[src/rtl/mod_pkg.sv]
// Shared types for the modular-arithmetic datapath blocks.
package mod_pkg;

    typedef enum logic [1:0] {
        IDLE  = 2'd0,
        HALF1 = 2'd1,
        HALF2 = 2'd2,
        DONE  = 2'd3
    } state_t;

    localparam int DEFAULT_BITWIDTH = 8;

endpackage

[src/rtl/mod_quarterer_if.sv]
// Operand/result valid-ready bundle for mod_quarterer.
interface mod_quarterer_if #(
    parameter int BITWIDTH = 8
);
    logic                iValid;
    logic                oReady;
    logic [BITWIDTH-1:0] iData;
    logic [BITWIDTH-1:0] iQ;
    logic                oValid;
    logic                iReady;
    logic [BITWIDTH-1:0] oData;
    logic                oErr;

    modport slave (
        input  iValid, iData, iQ, iReady,
        output oReady, oValid, oData, oErr
    );

    modport master (
        output iValid, iData, iQ, iReady,
        input  oReady, oValid, oData, oErr
    );
endinterface

[src/rtl/mod_halver.sv]
// Combinational modular halving: x/2 mod q for odd q and x < q.
module mod_halver #(
    parameter int BITWIDTH = 8
) (
    input  logic [BITWIDTH-1:0] x_i,
    input  logic [BITWIDTH-1:0] q_i,
    output logic [BITWIDTH-1:0] half_o
);
    // (x + q) >> 1 rewritten as (x>>1) + (q>>1) + q[0] for odd x; identical to the
    // carry-extended sum truncated to BITWIDTH, without a dangling sum bit.
    assign half_o = (x_i >> 1)
                  + (x_i[0] ? ((q_i >> 1) + {{(BITWIDTH-1){1'b0}}, q_i[0]})
                            : {BITWIDTH{1'b0}});
endmodule

[src/rtl/mod_quarterer.sv]
// Iterative modular quarterer: two registered halvings give x * 4^-1 mod q.
module mod_quarterer
    import mod_pkg::*;
#(
    parameter int BITWIDTH = DEFAULT_BITWIDTH
) (
    input  logic        iClk,
    input  logic        iRstN,
    input  logic        iEn,
    input  logic        iClr,
    mod_quarterer_if.slave bus
);
    state_t              state_q, state_d;
    logic [BITWIDTH-1:0] x_q, x_d;
    logic [BITWIDTH-1:0] q_q, q_d;
    logic                err_q, err_d;
    logic [BITWIDTH-1:0] half;

    mod_halver #(.BITWIDTH(BITWIDTH)) u_halver (
        .x_i    (x_q),
        .q_i    (q_q),
        .half_o (half)
    );

    // NOTE: sequential state uses non-blocking assignments so every register
    // samples the pre-edge values regardless of statement order.
    always_ff @(posedge iClk or negedge iRstN) begin
        if (!iRstN) begin
            state_q <= IDLE;
            x_q     <= '0;
            q_q     <= '0;
            err_q   <= 1'b0;
        end else begin
            state_q <= state_d;
            x_q     <= x_d;
            q_q     <= q_d;
            err_q   <= err_d;
        end
    end

    // NOTE: every signal gets a hold default first so no path infers a latch.
    always_comb begin
        state_d = state_q;
        x_d     = x_q;
        q_d     = q_q;
        err_d   = err_q;
        if (iClr) begin
            state_d = IDLE;
            x_d     = '0;
            q_d     = '0;
            err_d   = 1'b0;
        end else if (iEn) begin
            unique case (state_q)
                IDLE: if (bus.iValid) begin
                    x_d     = bus.iData;
                    q_d     = bus.iQ;
                    err_d   = ~bus.iQ[0] | (bus.iData >= bus.iQ);
                    state_d = HALF1;
                end
                HALF1: begin
                    x_d     = half;
                    state_d = HALF2;
                end
                HALF2: begin
                    x_d     = half;
                    state_d = DONE;
                end
                DONE: if (bus.iReady) state_d = IDLE;
                default: state_d = IDLE;
            endcase
        end
    end

    // Outputs depend on registers only; no input reaches them combinationally.
    always_comb begin
        bus.oReady = 1'b0;
        bus.oValid = 1'b0;
        bus.oData  = '0;
        bus.oErr   = 1'b0;
        unique case (state_q)
            IDLE: bus.oReady = 1'b1;
            DONE: begin
                bus.oValid = 1'b1;
                bus.oErr   = err_q;
                bus.oData  = err_q ? '0 : x_q;
            end
            default: ;
        endcase
    end
endmodule

[src/flat_wrapper.sv]
// flat-port wrapper written by rule: the top's interface ports become plain ports
module mod_quarterer_flat import mod_pkg::*;
#(
    parameter int BITWIDTH = DEFAULT_BITWIDTH
)
  (iClk, iRstN, iEn, iClr, bus_iValid, bus_iData, bus_iQ, bus_iReady, bus_oReady, bus_oValid, bus_oData, bus_oErr);
  mod_quarterer_if #(.BITWIDTH(BITWIDTH)) bus_i ();
  input  logic iClk;
  input  logic iRstN;
  input  logic iEn;
  input  logic iClr;
  input wire logic [$bits(bus_i.iValid)-1:0] bus_iValid;
  input wire logic [$bits(bus_i.iData)-1:0] bus_iData;
  input wire logic [$bits(bus_i.iQ)-1:0] bus_iQ;
  input wire logic [$bits(bus_i.iReady)-1:0] bus_iReady;
  output wire logic [$bits(bus_i.oReady)-1:0] bus_oReady;
  output wire logic [$bits(bus_i.oValid)-1:0] bus_oValid;
  output wire logic [$bits(bus_i.oData)-1:0] bus_oData;
  output wire logic [$bits(bus_i.oErr)-1:0] bus_oErr;
  assign bus_i.iValid = bus_iValid;
  assign bus_i.iData = bus_iData;
  assign bus_i.iQ = bus_iQ;
  assign bus_i.iReady = bus_iReady;
  assign bus_oReady = bus_i.oReady;
  assign bus_oValid = bus_i.oValid;
  assign bus_oData = bus_i.oData;
  assign bus_oErr = bus_i.oErr;
  mod_quarterer #(.BITWIDTH(BITWIDTH)) u_core (.iClk(iClk), .iRstN(iRstN), .iEn(iEn), .iClr(iClr), .bus(bus_i));
endmodule
[config.mk]
export PLATFORM = sky130hd
export DESIGN_NAME = mod_quarterer_flat
export DESIGN_NICKNAME = d
export VERILOG_FILES = /design/src/rtl/mod_pkg.sv /design/src/rtl/mod_quarterer_if.sv /design/src/rtl/mod_halver.sv /design/src/rtl/mod_quarterer.sv /design/src/flat_wrapper.sv
export SDC_FILE = /design/constraint.sdc
export NUM_CORES = 1
export LEC_CHECK = 0
export CORE_MARGIN = 2
export CORE_UTILIZATION = 46
export DETAILED_ROUTE_END_ITERATION = 12
export GPL_ROUTABILITY_DRIVEN = 0
export PLACE_DENSITY = 0.85
export SLEW_MARGIN = 20
export SYNTH_ARGS = -nofsm -noshare
export SYNTH_HDL_FRONTEND = slang
export SYNTH_SLANG_ARGS = --single-unit
[constraint.sdc]
create_clock -name iClk -period 2.4 [get_ports iClk]
set_clock_uncertainty 0.05 [all_clocks]
set_input_delay 0.24 -clock iClk [delete_from_list [all_inputs] [get_ports iClk]]
set_output_delay 0.24 -clock iClk [all_outputs]
set_load 0.01 [all_outputs]
==> flow_summary.yaml <==
timing:
  slew_viol_final: 0
  layout_setup_ws_ns: -0.00693
  timing.hold.ws_ns: 0.175
  tightest_slew_ns: 0.502
  rsz0062_at_grt: "true"
  fmax_mhz: 415
  period_share_pct: 100
  fin_tns_setup_ns: -0.00693
  setup-violations-final: 1
  relSlewSlack_pct: 66.5
  hold_viol_final: 0
  post-route-min-period_ns: 2.41
logic_synthesis:
  synth_top_area_share_pct: 30.1
  synth.distinct_cells: 32
  synth_seq_area_share_pct: 30.1
  synth.ff_latch_count: 19
  synth_nets: 226
  post_synth_inst_count: 183
  syn_avg_cell_area_um2: 8.64
  synthTopCellsByArea: "dfrtp_1, ha_1, and2_1, nand2_1, mux2i_1"
  yosysWarnings: 0
  synth_area_leader_cell: "dfrtp_1"
  syn_area_um2: 1580
cts:
  holdBufCountCts: 0
  cts_tree: "done"
  clock_path_buffers: 2
  cts_sinks: 19
  clock-root-buffer: "clkbuf_4"
  path_clk_slew_ns: 0.13
  h-tree-depth: 1
  cts_buffers: 3
  clk_latency_ns: 0.33
die:
  start_util_pct: 47.8
  die_width_um: 62.6
  ios: 33
  row_count: 21
  die_y_um: 62.6
  core_area_um2: 3310
  die_area_um2: 3920
drt:
  drt_iter0_drc: 61
  detail-route-antenna-nets: 0
  drtPass1Iterations: 4
  drc: 0
  post_drt_via_cell_ratio: 5.44
  drt_wl_total_mm: 3.91
  vias: 1442
  wl_per_cell_um: 14.7
global_route:
  track_usage_pct: 20.0
  grt.overflow.total: 0
  grt_pass1_vias: 1431
  grt_pass1_wl_mm: 6.23
  antenna_found_initial: 0
  grt_max_degree: 20
place:
  dp.final_hpwl_mm: 2.85
  preCtsSetupSlack_ns: -0.0291
  port_buffers: 32
run_status:
  violations: "negative setup slack"
  status: "finished with violations"
worst_hold_path:
  hold_class: "in -> async"
power:
  power_density_nw_per_um2: 377
  p_leak_nw: 0.924
  ir_worst_vdd_uv: 203
setup_path:
  worstPathArrival_ns: 2.59
  crit_path_end_kind: "flop"
  worstPathRequired_ns: 2.58
  worst_setup_path_start_kind: "flop"
  path_class: "reg -> reg"
  cp_max_fo: 4
layout:
  final_cell_mix: "clkdlybuf4s50_1, nand2_1, dfrtp_1, inv_1, ha_1"
  drive_above_1_share_pct: 11.0
  final_common_cell: "clkdlybuf4s50_1"
  syn2layout_area_growth_pct: 33.1
  fin_nets: 263
  antenna_cells: 0
job:
  max_cap_violations: 0
==> synth_stat cells, drive strengths merged <==
cell,n
o21ai,5
o32ai,1
nor3,3
a31oi,1
nor2,9
clkbuf,3
nor2b,3
ha,20
and2,15
o22ai,3
a2111oi,1
nand2b,3
and3,3
nand4b,2
inv,15
mux2i,7
a21o,1
a211oi,6
a22oi,3
and3b,1
nand4,2
a21oi,13
o21a,4
xnor2,5
xor2,4
o31a,1
nand2,20
nand3,7
buf,2
dfrtp,19
fa,1
==> routing by layer <==
metal	track usage (%)	up-vias	share of wire (%)
li1	-	713	-
met4	11.1	0	2.6
met1	24.0	682	44
met2	35.1	38	50
met3	1.62	9	3.6
met5	0	-	0
==> layout make-up <==
type / count / area, um2
Fill cell: 289 / 1200
Timing Repair Buffer: 37 / 358
Tap cell: 46 / 57.6
Sequential cell: 19 / 475
Clock inverter: 1 / 5.00
Clock buffer: 3 / 22.5
Inverter: 15 / 56.3
Multi-Input combinational cell: 144 / 1130
==> cells by family after synthesis <==
family          count (synthesis)  synth area share [%]
simple gates                   68                  22.5
compound gates                 39                  16.1
fa+ha+maj                      21                  17.1
buf+inv                        20                  4.90
flops                          19                  30.1
xor+xnor                        9                  4.98
mux                             7                  4.43
==> what timing repair did <==
item / in CTS / in global routing
buffers inserted: 0 / 0
pin swaps: 0 / 2
resized for setup: 6 / 9
setup endpoints to repair: 10 / 8
==> report_power, final <==
part	leakage [nW]	total [mW]	internal, mW	switching (mW)
clock network	0.0177	0.181	0.0627	0.119
logic	0.649	0.241	0.121	0.120
registers	0.258	0.372	0.342	0.0297
total	0.924	0.795	0.526	0.268
==> registers in the layout, indices dropped and copies added, names as in the netlist <==
register / flops
u_core.q_q: 8
u_core.err_q: 1
u_core.state_q: 2
u_core.x_q: 8
==> worst paths after layout <==
path                       cells after the start            end     startpoint  slack [ns]
min in group iClk                              3  u_core.q_q[5]      bus_iQ[5]        0.42
max in group asynchronous                      2  u_core.x_q[7]          iRstN        1.91
hold / removal                                 2  u_core.q_q[4]          iRstN        0.18
setup / recovery                              10  u_core.x_q[6]  u_core.q_q[0]      -0.007
setup reg to reg                              10  u_core.x_q[6]  u_core.q_q[0]      -0.007
hold reg to reg                                2  u_core.q_q[6]  u_core.q_q[6]        0.53
==> stage by stage <==
stage	cells	instance area [um2]	total power, mW	utilization, %
2_1_floorplan	183	1590	0.506	-
3_3_place_gp	261	1990	0.596	60.1
3_5_place_dp	261	1990	0.603	60.1
4_1_cts	265	2050	0.781	61.9
5_1_grt	265	2110	0.834	63.6
6_report	265	2110	0.795	63.6
==> worst max-delay path: stages, from the launching register on <==
cell     delay [ns]
dfrtp_1        0.44
ha_4           0.18
ha_4           0.16
xor2_1         0.14
and2_4         0.17
ha_4           0.23
nor2b_4        0.13
o31a_1         0.26
o21a_1         0.19
o21a_1         0.17
o32ai_2        0.19
No activity file was read; power rests on OpenSTA's default activity.
